File: config.mk
export PLATFORM = sky130hd
export DESIGN_NAME = ysyx_24100027_ifu
export DESIGN_NICKNAME = d
export VERILOG_FILES = /design/src/rtl/ysyx_24100027_ifu.sv
export SDC_FILE = /design/constraint.sdc
export NUM_CORES = 1
export LEC_CHECK = 0
export BUFFER_PORTS_ARGS = -buffer_cell sky130_fd_sc_hd__buf_2
export CAP_MARGIN = 10
export CORE_UTILIZATION = 50
export DETAILED_ROUTE_END_ITERATION = 7
export GPL_TIMING_DRIVEN = 0
export HOLD_SLACK_MARGIN = 0.03
export PLACE_DENSITY = 0.94
export SETUP_SLACK_MARGIN = 0.2
export SLEW_MARGIN = 0
export SYNTH_ARGS = -nofsm -noshare
export SYNTH_HDL_FRONTEND = slang
export SYNTH_SLANG_ARGS = --single-unit
File: constraint.sdc
create_clock -name clk -period 3.6 [get_ports clk]
set_input_delay 0.72 -clock clk [delete_from_list [all_inputs] [get_ports clk]]
set_output_delay 0.72 -clock clk [all_outputs]
set_load 0.03 [all_outputs]
File: src/rtl/ysyx_24100027_ifu.sv
// Instruction fetch unit: owns the PC and fetches one instruction at a time over a valid/ready
// request and valid response bus. The fetched instruction is held stable while the core executes.
module ysyx_24100027_ifu #(
  parameter logic [31:0] RESET_PC = 32'h8000_0000,
  parameter logic [31:0] NOP_INST = 32'h0000_0013
) (
  input  logic        clk,
  input  logic        rst,
  output logic        mem_req_valid,
  input  logic        mem_req_ready,
  output logic [31:0] mem_addr,
  input  logic        mem_resp_valid,
  input  logic [31:0] mem_rdata,
  input  logic        mem_resp_err,
  output logic [31:0] pc,
  output logic [31:0] inst,
  output logic        inst_valid,
  input  logic        exec_done,
  input  logic [31:0] npc,
  output logic        fault,
  output logic [1:0]  fault_cause,
  output logic [31:0] instret
);

  typedef enum logic [2:0] {StBoot, StReq, StResp, StExec, StFault} state_e;

  state_e      r_state;
  logic [31:0] r_pc;
  logic [31:0] r_inst;
  logic [1:0]  r_fault_cause;
  logic [31:0] r_instret;

  state_e      w_state_d;
  logic [31:0] w_pc_d;
  logic [31:0] w_inst_d;
  logic [1:0]  w_fault_cause_d;
  logic [31:0] w_instret_d;

  always_ff @(posedge clk or negedge rst) begin
    if (!rst) begin
      r_state       <= StBoot;
      r_pc          <= RESET_PC;
      r_inst        <= NOP_INST;
      r_fault_cause <= 2'd0;
      r_instret     <= 32'd0;
    end else begin
      r_state       <= w_state_d;
      r_pc          <= w_pc_d;
      r_inst        <= w_inst_d;
      r_fault_cause <= w_fault_cause_d;
      r_instret     <= w_instret_d;
    end
  end

  always_comb begin
    w_state_d       = r_state;
    w_pc_d          = r_pc;
    w_inst_d        = r_inst;
    w_fault_cause_d = r_fault_cause;
    w_instret_d     = r_instret;
    case (r_state)
      StBoot: w_state_d = StReq;
      StReq: begin
        if (mem_req_ready) w_state_d = StResp;
      end
      StResp: begin
        if (mem_resp_valid) begin
          if (mem_resp_err) begin
            w_state_d       = StFault;
            w_fault_cause_d = 2'd1;
          end else begin
            w_state_d = StExec;
            w_inst_d  = mem_rdata;
          end
        end
      end
      StExec: begin
        if (exec_done) begin
          // A misaligned npc still retires the instruction that produced it.
          w_instret_d = r_instret + 32'd1;
          if (npc[1:0] == 2'b00) begin
            w_state_d = StReq;
            w_pc_d    = npc;
            w_inst_d  = NOP_INST;
          end else begin
            w_state_d       = StFault;
            w_fault_cause_d = 2'd2;
          end
        end
      end
      StFault: w_state_d = StFault;
      default: w_state_d = StBoot;
    endcase
  end

  assign mem_req_valid = (r_state == StReq);
  assign inst_valid    = (r_state == StExec);
  assign fault         = (r_state == StFault);
  assign mem_addr      = r_pc;
  assign pc            = r_pc;
  assign inst          = r_inst;
  assign fault_cause   = r_fault_cause;
  assign instret       = r_instret;

endmodule

==> impl_metrics.py <==
metrics = {
    "status": {
        "status": "completed",
    },
    "cells_and_area": {
        "fill_cells": 614,
        "fin_nets": 680,
        "syn2layout_area_growth_pct": 32.0,
        "regArea_mm2": 0.00253,
        "multiInputGateArea_mm2": 0.00149,
        "final_util": 0.692,
        "post-route-cell-area_mm2": 0.00574,
        "drive_gt1_frac": 0.480,
        "antenna_cells": 0,
    },
    "routing": {
        "wirelength_um": 9980,
        "via_per_inst": 4.90,
        "drt-initial-drc-count": 79,
        "via_count": 3520,
        "drt-wirelength-per-cell_um": 13.9,
        "firstDrtPassIters": 4,
        "ant_nets": 0,
        "drc_errors": 0,
    },
    "timing": {
        "setup_viol": 0,
        "fin_setup_tns_ns": 0,
        "fin_crit_sh": 0.760,
        "slew-limit-headroom": 0.559,
        "rsz0062_at_grt": "false",
        "slew_violations": 0,
        "max_freq_mhz": 366,
        "min_period_ns": 2.73,
        "finClkSkew_ns": 0.0130,
        "final_hold_viol_count": 0,
        "hold_ws_ns": 0.389,
        "worst_pin_slew_ns": 0.661,
    },
    "global_route": {
        "first_global_vias": 3473,
        "overflow": 0,
        "track_usage": 0.222,
        "grt_max_degree": 52,
        "antenna_found_initial": 0,
        "grt_pass1_wl_um": 15600,
    },
    "clocking": {
        "cts_resized": 0,
        "clock_latency_ns": 0.35,
        "numCtsBuffers": 9,
        "clock_path_buffers": 2,
        "ctsHoldBuffers": 0,
        "clock-sinks": 101,
        "clkTransAtPathRegs_ns": 0.09,
        "h-tree-depth": 3,
        "postCtsSetupBuffers": 0,
        "cts_tree": "done",
        "cts_root_buffer": "clkbuf_8",
    },
    "floorplanning": {
        "fp.dieH_um": 95.3,
        "die_w_um": 95.3,
        "ioPinCount": 203,
        "coreArea_mm2": 0.00830,
        "start_util": 0.524,
        "rows": 33,
        "die-area_mm2": 0.00908,
    },
    "setup_path": {
        "end_kind": "output pin",
        "required_ns": 2.88,
        "cp_data_arrival_time_ns": 2.01,
        "startpoint_type": "flip-flop",
        "worstPathMaxFanout": 10,
        "reg2regPathDepth": 6,
        "worstSetupPathType": "reg -> out",
    },
    "synthesis": {
        "yosys_register_bits": 101,
        "synth_top_family_by_area": "simple AND/OR/NAND/NOR gates",
        "synth_nets": 466,
        "async_flop_share": 1.00,
        "synth-edff-count": 0,
        "yosysWarnings": 0,
        "synth_top_cells_by_area": "dfrtp_1, mux2_2, nand2_1, buf_4, o21ai_0",
        "synth_top_flop_cell": "dfrtp_1",
        "yosysMostFrequentCell": "dfrtp_1",
        "synth_mux_area_frac": 0.0803,
        "yosysTopAreaCell": "dfrtp_1",
        "synth-compound-area-share": 0.0515,
        "synthAdderAreaFrac": 0.00288,
        "avgSynthCellArea_um2": 11.0,
        "synth.top_cell.area_share": 0.558,
        "netlist_area_mm2": 0.00435,
        "netlist_top_cells_count": "dfrtp_1, nand2_1, buf_4, o21ai_0, mux2_2",
        "syn_inst": 395,
        "synth_cell_types": 34,
        "synth_xor_xnor_area_share": 0.0642,
        "yosys.area_share.simple": 0.145,
        "ys_seq_area_frac": 0.582,
    },
    "pwr": {
        "ir_drop_mv": 0.473,
        "leakage_nw": 3.23,
        "p_per_area_mw_per_mm2": 881,
        "totalPowerFinal_w": 0.00506,
    },
    "place": {
        "place_area_mm2": 0.00552,
        "gp_congestion": 0.807,
        "io_buffers": 202,
        "dp_hpwl_um": 7730,
    },
    "worst_hold_path": {
        "hp-class": "in -> async",
    },
    "job": {
        "maxCapViolCount": 0,
    },
}
==> per-stage QoR <==
step                      instances  setup slack [ns]
after global placement          702             0.890
final                           719             0.866
after detailed placement        703              1.26
after CTS                       719             0.857
after global routing            719             0.672
after floorplan                 395              1.53
==> where the power goes <==
part           total [W]  internal, W  switching [W]
combinational    0.00252     0.000860        0.00166
clock           0.000761     0.000381       0.000380
sequential       0.00178      0.00152       0.000259
total            0.00506      0.00276        0.00230
==> per-layer routing <==
layer	track usage	part of all wire	vias to the layer above
met5	0	0	-
met3	0.0622	0.080	12
met2	0.408	0.52	144
met4	0.0795	0.014	0
li1	-	-	1708
met1	0.242	0.39	1656
==> layout by cell type (no fill, tap or decap), types with 7 or more instances in the layout <==
master	count
and3_1	7
o21ai_0	34
nand2_1	79
clkbuf_8	12
buf_4	35
buf_2	204
nor2_1	14
xnor2_1	17
dfrtp_1	97
nand3_1	13
xor2_1	13
clkbuf_1	10
mux2_2	31
==> area by class of cell <==
cell class | instances | share of cell area
flip-flops and latches | 101 | 0.441
multi-input cells | 243 | 0.260
repair buffers | 203 | 0.181
plain buffers | 47 | 0.0536
clock buffers | 12 | 0.0288
well taps | 105 | 0.0229
clock inverters | 4 | 0.00959
inverters | 4 | 0.00261
==> worst max-delay path, stage by stage (launching register included) <==
cell      delay, ns
dfrtp_1        0.45
nor2b_1        0.37
nand2_1        0.18
clkbuf_1       0.25
inv_1          0.19
buf_2          0.23
==> flip-flops by register name (all words and copies together) (netlist names) <==
| name | count |
|---|---|
| fault_cause | 2 |
| instret | 32 |
| r_state | 3 |
| mem_addr | 32 |
| inst | 32 |
==> worst paths after layout <==
| path | startpoint | slack, ns | end |
|---|---|---|---|
| worst min-delay path | rst | 0.39 | instret[7] |
| max in group asynchronous | rst | 2.50 | inst[1] |
| worst min register to register | instret[31] | 0.48 | instret[31] |
| worst max-delay path | r_state[1] | 0.87 | inst_valid |
| min in group clk | instret[31] | 0.48 | instret[31] |
| worst max register to register | r_state[2] | 1.80 | instret[16] |
==> cell families after synthesis <==
family / after synthesis
flip-flops: 101
XOR/XNOR: 31
AO/OA/AOI/OAI: 43
AND/OR/NAND/NOR: 137
adder cells (fa/ha/maj): 1
multiplexers: 31
buffers and inverters: 51
No activity file was read; power rests on OpenSTA's default activity.
